**src/rtl/bg_index_fetch.sv**
```systemverilog
// rtl/bg_index_fetch.sv - background ROM index fetch with frame-synchronous scrolling
// Optional vertical scroll: define BG_VSCROLL_EN.
module bg_index_fetch #(
    parameter int BG_W        = 320,
    parameter int BG_H        = 240,
    parameter int SCALE_SHIFT = 1,
    parameter int ADDR_W      = 17,
    parameter int IDX_W       = 8
) (
    input  logic              Clk,
    input  logic              Reset_n,
    input  logic [9:0]        DrawX,
    input  logic [9:0]        DrawY,
    input  logic              pixel_valid,
    input  logic              frame_start,
    input  logic [8:0]        scroll_x_req,
`ifdef BG_VSCROLL_EN
    input  logic [8:0]        scroll_y_req,
`endif
    input  logic              scroll_req_valid,
    output logic              scroll_req_ready,
    output logic [ADDR_W-1:0] rom_addr,
    input  logic [IDX_W-1:0]  rom_data,
    output logic [IDX_W-1:0]  index,
    output logic              index_valid,
    output logic [9:0]        DrawX_out,
    output logic [9:0]        DrawY_out
);

    typedef enum logic {S_IDLE, S_PENDING} state_t;
    state_t state;

    logic [8:0]        scroll_x_active;
    logic [8:0]        scroll_x_pending;
    logic [9:0]        bx_sum;
    logic [9:0]        bx;
    logic [9:0]        by;
    logic              blank;
    logic [ADDR_W-1:0] addr_next;
    logic              v1, v2;
    logic [9:0]        x1, y1, x2, y2;

`ifdef BG_VSCROLL_EN
    logic [8:0] scroll_y_active;
    logic [8:0] scroll_y_pending;
    logic [9:0] by_sum;
`endif

    always_comb begin
        bx_sum = (DrawX >> SCALE_SHIFT) + {1'b0, scroll_x_active};
        bx     = (bx_sum >= 10'(BG_W)) ? bx_sum - 10'(BG_W) : bx_sum;
`ifdef BG_VSCROLL_EN
        by_sum = (DrawY >> SCALE_SHIFT) + {1'b0, scroll_y_active};
        by     = (by_sum >= 10'(BG_H)) ? by_sum - 10'(BG_H) : by_sum;
`else
        by_sum_unused_guard();
        by     = DrawY >> SCALE_SHIFT;
`endif
        blank     = !pixel_valid || (by >= 10'(BG_H));
        addr_next = ADDR_W'(by) * ADDR_W'(BG_W) + ADDR_W'(bx);
    end

`ifndef BG_VSCROLL_EN
    function automatic void by_sum_unused_guard();
    endfunction
`endif

    // Scroll requests are parked until frame_start so a frame never tears.
    always_ff @(posedge Clk) begin
        if (!Reset_n) begin
            state            <= S_IDLE;
            scroll_req_ready <= 1'b0;
            scroll_x_active  <= '0;
            scroll_x_pending <= '0;
`ifdef BG_VSCROLL_EN
            scroll_y_active  <= '0;
            scroll_y_pending <= '0;
`endif
        end else begin
            case (state)
                S_IDLE: begin
                    scroll_req_ready <= 1'b1;
                    if (scroll_req_valid && scroll_req_ready) begin
                        scroll_x_pending <= (scroll_x_req >= 9'(BG_W)) ?
                                            scroll_x_req - 9'(BG_W) : scroll_x_req;
`ifdef BG_VSCROLL_EN
                        scroll_y_pending <= (scroll_y_req >= 9'(BG_H)) ?
                                            scroll_y_req - 9'(BG_H) : scroll_y_req;
`endif
                        scroll_req_ready <= 1'b0;
                        state            <= S_PENDING;
                    end
                end
                S_PENDING: begin
                    scroll_req_ready <= 1'b0;
                    if (frame_start) begin
                        scroll_x_active  <= scroll_x_pending;
`ifdef BG_VSCROLL_EN
                        scroll_y_active  <= scroll_y_pending;
`endif
                        scroll_req_ready <= 1'b1;
                        state            <= S_IDLE;
                    end
                end
                default: begin
                    scroll_req_ready <= 1'b0;
                    state            <= S_IDLE;
                end
            endcase
        end
    end

    // Three-stage pipeline: address, ROM access, index capture.
    always_ff @(posedge Clk) begin
        if (!Reset_n) begin
            rom_addr    <= '0;
            v1          <= 1'b0;
            v2          <= 1'b0;
            x1          <= '0;
            y1          <= '0;
            x2          <= '0;
            y2          <= '0;
            index       <= '0;
            index_valid <= 1'b0;
            DrawX_out   <= '0;
            DrawY_out   <= '0;
        end else begin
            rom_addr    <= blank ? '0 : addr_next;
            v1          <= !blank;
            x1          <= DrawX;
            y1          <= DrawY;
            v2          <= v1;
            x2          <= x1;
            y2          <= y1;
            index       <= v2 ? rom_data : '0;
            index_valid <= v2;
            DrawX_out   <= x2;
            DrawY_out   <= y2;
        end
    end

endmodule

```
**config.mk**
```make
export PLATFORM = sky130hd
export DESIGN_NAME = bg_index_fetch
export DESIGN_NICKNAME = d
export VERILOG_FILES = /design/src/rtl/bg_index_fetch.sv
export SDC_FILE = /design/constraint.sdc
export NUM_CORES = 1
export LEC_CHECK = 0
export ABC_AREA = 1
export BUFFER_PORTS_ARGS = -buffer_cell sky130_fd_sc_hd__buf_2
export CAP_MARGIN = 10
export CORE_MARGIN = 1.5
export CORE_UTILIZATION = 55
export CTS_BUF_LIST = sky130_fd_sc_hd__clkbuf_4 sky130_fd_sc_hd__clkbuf_8
export CTS_CLUSTER_DIAMETER = 50
export DETAILED_ROUTE_END_ITERATION = 8
export GPL_TIMING_DRIVEN = 1
export PLACE_DENSITY = 0.79
export SKIP_LAST_GASP = 1
export SLEW_MARGIN = 20
export SYNTH_ARGS = -nofsm -noshare
export SYNTH_HDL_FRONTEND = slang
export SYNTH_SLANG_ARGS = --single-unit
```
**constraint.sdc**
```tcl
create_clock -name Clk -period 3.6 [get_ports Clk]
set_clock_uncertainty 0.1 [all_clocks]
set_input_delay 0.18 -clock Clk [delete_from_list [all_inputs] [get_ports Clk]]
set_output_delay 0.18 -clock Clk [all_outputs]
set_load 0.01 [all_outputs]
```
==> results.json, run 1 <==
{
  "run_status": "complete, no violations",
  "yosys.area.top_type": "dfxtp_1",
  "drv_slew": 0,
  "postLayoutCellArea_sq_mm": 0.00555,
  "topRoutingLayerUsed": "met4",
  "path_clk_slew_ns": 0.11,
  "setup-violations-final": 0,
  "drc": 0,
  "detail_route.vias_per_cell": 4.61,
  "synth_edf_count": 0,
  "synthArstFlopShare_pct": 0,
  "cp_data_arrival_time_ns": 3.51,
  "p_switching_mw": 0.659,
  "drt_iter0_markers": 129,
  "ys.flop_type": "dfxtp_1",
  "holdWs_ns": 0.00611,
  "post_synth_most_frequent_cells": "nand2_1 (127), inv_1 (115), dfxtp_1 (108), nor2_1 (66), ha_1 (29)",
  "chipHeight_um": 93.0,
  "routed_wl_um": 8720,
  "drv.max_cap_violation_count": 0,
  "num_io_pins": 89,
  "crit_path_top_delay_cell": "dlygate4sd3_1",
  "finalHoldViolations": 0,
  "cts_buffer_depth": 2,
  "peakVddDrop_v": 0.000237,
  "placedCellCount": 746,
  "vias": 3669,
  "mappedNetlistArea_sq_mm": 0.00445,
  "detailroute.wirelength.met3_um": 400,
  "h_tree_lvls": 3,
  "layout_min_cycle_time_ns": 3.33,
  "synth-seq-area-share_pct": 48.5,
  "powerDensity_mw_per_mm2": 436,
  "synth.area.top_cells": "dfxtp_1 (49%), nand2_1 (11%), inv_1 (9.7%)",
  "place_congestion": 0.851,
  "synth-warning-count": 0,
  "worst_path_most_repeated_cell": "nand2_1",
  "route.antenna.remaining_nets": 0,
  "mappedNetlistNets": 640,
  "logic_gate_share_of_total_power_pct": 16.7,
  "internal_power_mw": 1.76,
  "min-delay-path-class": "input port to register",
  "synth_cell_type_count": 33,
  "setup_repair_after_global_routing_missed_its_margin": "true",
  "global_route_wire_length_before_repair_um": 14400,
  "post-dp-hpwl_um": 6010,
  "synth-seq-cells": 108,
  "routedLengthMet1_um": 3880,
  "crit_required_ns": 3.78,
  "path_class": "input port to register",
  "wl_per_cell_um": 11.0,
  "timing.slew.headroom_pct": 52.3,
  "core_area_sq_mm": 0.00777,
  "clock_sinks": 108,
  "post_synth.cell_area_avg_sq_um": 7.87,
  "nFillCells": 591,
  "min_period_over_period_pct": 92.6,
  "grt_usage_pct": 20.9,
  "port_buffers": 88,
  "floorplan.die.width_um": 93.0,
  "tightestPinTransition_ns": 0.715,
  "antenna_cells": 0,
  "power.share.clock_pct": 31.2,
  "yosysMostFrequentCell": "nand2_1",
  "area_growth_syn_to_layout_pct": 24.7,
  "grt_start_max_net_pins": 82,
  "firstDrtPassIters": 4,
  "fp.dieArea_sq_mm": 0.00865,
  "core.rowCount": 32,
  "first_global_vias": 3457,
  "finish.net_count": 764,
  "synth_top_area_share_pct": 48.5,
  "cts-root-buf": "clkbuf_8",
  "critical_path.max_stage_delay_ns": 0.51,
  "place_area_sq_mm": 0.00499,
  "power_leakage_nw": 3.25,
  "crit_fanout": 5,
  "tritoncts": "built",
  "met2_wirelength_um": 4290,
  "finalPower_mw": 2.42,
  "worstSetupStartpointType": "input port",
  "overflow": 0,
  "clock_insertion_delay_worst_skew_ns": 0.36,
  "synthCells": 566,
  "power_switching_share_pct": 27.2,
  "power_frac_seq_pct": 52.1,
  "final_cells": 796,
  "numCtsBuffers": 9,
  "grt_antenna_before_repair": 0,
  "floorplan.initialDensity_pct": 57.3,
  "final_core_utilization_pct": 71.5,
  "layout-drive-gt1-share_pct": 19.5,
  "max_freq_mhz": 300,
  "worst_setup_ep_type": "register"
}
[layout make-up]
cell class	instances	area (sq um)	area share (%)
Tap cell	102	128	2.30
Multi-Input combinational cell	328	1820	32.8
Clock buffer	10	138	2.48
Inverter	119	447	8.04
Sequential cell	108	2160	38.9
Clock inverter	5	65.1	1.17
Timing Repair Buffer	124	796	14.3
[through the flow]
| stage | setup slack, ns | setup TNS [ns] |
|---|---|---|
| floorplan | 0.536 | 0 |
| global placement | 0.388 | 0 |
| detailed placement | 0.261 | 0 |
| CTS | 0.154 | 0 |
| global route | -0.0305 | -0.0305 |
| finish | 0.267 | 0 |
[metal layers]
metal	global-route usage [%]	up-vias
li1	-	1947
met1	24.2	1600
met2	37.8	105
met3	5.04	17
met4	6.82	0
met5	0	-
[cells in the final DEF, fill, tap and decap left out, types with 4 or more instances in the layout]
master	netlist	layout
nand2_1	127	125
inv_1	115	115
dfxtp_1	108	108
buf_2	0	88
nor2_1	66	64
dlygate4sd3_1	0	34
ha_1	29	28
o21ai_0	23	23
nand3_1	18	18
a21oi_1	17	17
nand2_2	9	11
clkbuf_8	0	10
nand4_1	5	5
nand3b_1	4	4
nor2_2	2	4
[kinds of logic (layout without fill, tap and decap cells)]
| logic type | Yosys count | in the layout | synth area share (%) |
|---|---|---|---|
| AOI/OAI and AO/OA | 47 | 47 | 5.90 |
| xor gates and xnor gates | 4 | 4 | 0.787 |
| adders and majority gates | 32 | 32 | 9.49 |
| buffers and inverters | 130 | 258 | 11.0 |
| DFF | 108 | 108 | 48.5 |
| and+or+nand+nor | 245 | 245 | 24.3 |
[repair_timing]
| item | CTS | global route |
|---|---|---|
| setup buffers | 0 | 1 |
| resized for setup | 0 | 6 |
| hold endpoints to repair | 34 | 0 |
| hold buffers | 34 | 0 |
| endpoints found under the setup margin | 0 | 6 |
[worst max-delay path, delay by kind of cell]
kind	cells	cell delay (ns)
AND/OR/NAND/NOR	20	1.41
adder cells (fa/ha/maj)	4	1.08
buffers and inverters	5	0.83
[power groups by stage]
stage               logic, mW  registers, mW  clock network [mW]
finish                  0.405           1.26               0.755
detailed placement      0.363           1.29                   0
global route            0.460           1.27               0.819
floorplan               0.257           1.29                   0
global placement        0.350           1.29                   0
CTS                     0.394           1.26               0.766
[sequential cells by signal, indices dropped and copies added (netlist names), 8 cells and up]
register / count
rom_addr: 17
y1: 10
DrawY_out: 10
scroll_x_active: 9
y2: 10
index: 8
x2: 10
scroll_x_pending: 9
DrawX_out: 10
x1: 10
[path summary, 6_finish.rpt]
check,startpoint,to,slack (ns),depth (start not counted)
max,DrawX[1],rom_addr[16],0.27,29
min,scroll_x_req[8],scroll_x_pending[8],0.006,3
max reg2reg,scroll_x_active[0],rom_addr[16],0.38,27
min reg2reg,y2[4],DrawY_out[4],0.31,2
Note: power is estimated with default switching activity, not from simulation.
==> inputs of run 2 (changes only) <==
--- a/config.mk
+++ b/config.mk
@@ -9,13 +9,12 @@
 export BUFFER_PORTS_ARGS = -buffer_cell sky130_fd_sc_hd__buf_2
 export CAP_MARGIN = 10
 export CORE_MARGIN = 1.5
-export CORE_UTILIZATION = 55
+export CORE_UTILIZATION = 35
 export CTS_BUF_LIST = sky130_fd_sc_hd__clkbuf_4 sky130_fd_sc_hd__clkbuf_8
 export CTS_CLUSTER_DIAMETER = 50
 export DETAILED_ROUTE_END_ITERATION = 8
 export GPL_TIMING_DRIVEN = 1
-export PLACE_DENSITY = 0.79
-export SKIP_LAST_GASP = 1
+export PLACE_DENSITY = 0.54
 export SLEW_MARGIN = 20
 export SYNTH_ARGS = -nofsm -noshare
 export SYNTH_HDL_FRONTEND = slang
==> constraint.sdc (replaced) <==
create_clock -name Clk -period 3.96 [get_ports Clk]
set_clock_uncertainty 0.1 [all_clocks]
set_input_delay 0.198 -clock Clk [delete_from_list [all_inputs] [get_ports Clk]]
set_output_delay 0.198 -clock Clk [all_outputs]
set_load 0.01 [all_outputs]
==> results.json, run 2 (synthesis gave the netlist of run 1 again) <==
{
  "critical_path.max_stage_delay_ns": 0.52,
  "setup_repair_after_global_routing_missed_its_margin": "false",
  "finalPower_mw": 2.15,
  "path_class": "input port to register",
  "detail_route.vias_per_cell": 4.04,
  "firstDrtPassIters": 4,
  "min_period_over_period_pct": 87.3,
  "h_tree_lvls": 3,
  "max_freq_mhz": 289,
  "core.rowCount": 41,
  "finalHoldViolations": 0,
  "drv.max_cap_violation_count": 0,
  "placedCellCount": 817,
  "largest_register_ffs": 17,
  "grt_usage_pct": 13.2,
  "peakVddDrop_v": 0.000137,
  "floorplan.initialDensity_pct": 35.6,
  "place_congestion": 0.816,
  "power.share.clock_pct": 30.0,
  "drt_iter0_markers": 101,
  "core_area_sq_mm": 0.0125,
  "worstSetupStartpointType": "input port",
  "layout-drive-gt1-share_pct": 18.7,
  "tritoncts": "built",
  "tightestPinTransition_ns": 0.512,
  "route.antenna.remaining_nets": 0,
  "antenna_cells": 0,
  "power_switching_share_pct": 28.1,
  "crit_path_top_delay_cell": "dlygate4sd3_1",
  "min-delay-path-class": "input port to register",
  "port_buffers": 88,
  "worst_path_most_repeated_cell": "nand2_1",
  "final_cells": 869,
  "p_switching_mw": 0.605,
  "logic_gate_share_of_total_power_pct": 16.7,
  "crit_fanout": 5,
  "area_growth_syn_to_layout_pct": 26.5,
  "chipHeight_um": 116,
  "path_clk_slew_ns": 0.11,
  "power_leakage_nw": 3.25,
  "crit_required_ns": 4.14,
  "powerDensity_mw_per_mm2": 382,
  "tns_ns": 0,
  "worst_setup_ep_type": "register",
  "cts_buffer_depth": 2,
  "internal_power_mw": 1.55,
  "global_route_wire_length_before_repair_um": 13900,
  "setup-violations-final": 0,
  "drv_slew": 0,
  "cts-root-buf": "clkbuf_8",
  "mostFrequentLayoutCell": "nand2_1",
  "grt_antenna_before_repair": 0,
  "power_frac_seq_pct": 53.3,
  "registers.top_by_ff_count": "rom_addr",
  "holdWs_ns": 0.0333,
  "first_global_vias": 3158,
  "finish.net_count": 766,
  "num_io_pins": 89,
  "numCtsBuffers": 9,
  "post-dp-hpwl_um": 6110,
  "clock_insertion_delay_worst_skew_ns": 0.37,
  "floorplan.die.width_um": 116,
  "vias": 3507,
  "grt_start_max_net_pins": 53,
  "fp.dieArea_sq_mm": 0.0134,
  "clock_sinks": 108,
  "overflow": 0,
  "run_status": "complete, no violations",
  "cp_data_arrival_time_ns": 3.64,
  "layout_min_cycle_time_ns": 3.46,
  "drc": 0,
  "count_of_buffers_added_by_post_cts_timing_repair_for_setup": 0,
  "timing.slew.headroom_pct": 65.9,
  "routed_wl_um": 8620,
  "layout.cells.most_common_list": "nand2_1 (127), inv_1 (115), dfxtp_1 (108)",
  "wl_per_cell_um": 9.92
}
==> run 2: routing by layer <==
layer  part of all wire, %  up-vias  track usage (%)
li1                      -     1945                -
met1                    49     1484             16.4
met2                    46       60             21.9
met3                   3.0       18             2.67
met4                   2.5        0             6.50
met5                     0        -                0
==> run 2: layout make-up <==
cell class                      count  area [sq um]
Clock inverter                      5          45.0
Tap cell                          172           215
Fill cell                        1300          6880
Sequential cell                   108          2160
Multi-Input combinational cell    328          1800
Timing Repair Buffer              126           816
Inverter                          119           447
Clock buffer                       11           145
==> run 2: power by group through the flow <==
stage	Combinational (mW)	Sequential, mW	Clock (mW)
global placement	0.326	1.17	0
finish	0.359	1.15	0.646
CTS	0.361	1.15	0.679
floorplan	0.233	1.18	0
detailed placement	0.332	1.17	0
global route	0.410	1.15	0.717
==> run 2: per-stage QoR <==
stage	setup WS, ns	cell area, sq um	util (%)
2_1_floorplan	0.896	4450	-
3_3_place_gp	0.712	5080	40.6
3_5_place_dp	0.637	5080	40.6
4_1_cts	0.548	5630	45.0
5_1_grt	0.226	5630	45.0
6_report	0.503	5630	45.0
==> run 2: final timing paths <==
path | from | to | slack, ns | cells after the start
max | DrawX[1] | rom_addr[16] | 0.50 | 29
min | scroll_x_req[7] | scroll_x_pending[7] | 0.03 | 3
max reg2reg | scroll_x_active[0] | rom_addr[16] | 0.61 | 27
min reg2reg | y2[6] | DrawY_out[6] | 0.32 | 2
==> run 2: what timing repair did <==
action	4_1_cts	5_1_grt
hold endpoints to repair	36	0
resized for setup	0	0
hold buffers	36	0
==> run 2: critical path, delay by kind of cell <==
kind                     cells  cell delay (ns)
AND/OR/NAND/NOR             20             1.49
buffers and inverters        5             0.85
adder cells (fa/ha/maj)      4             1.10
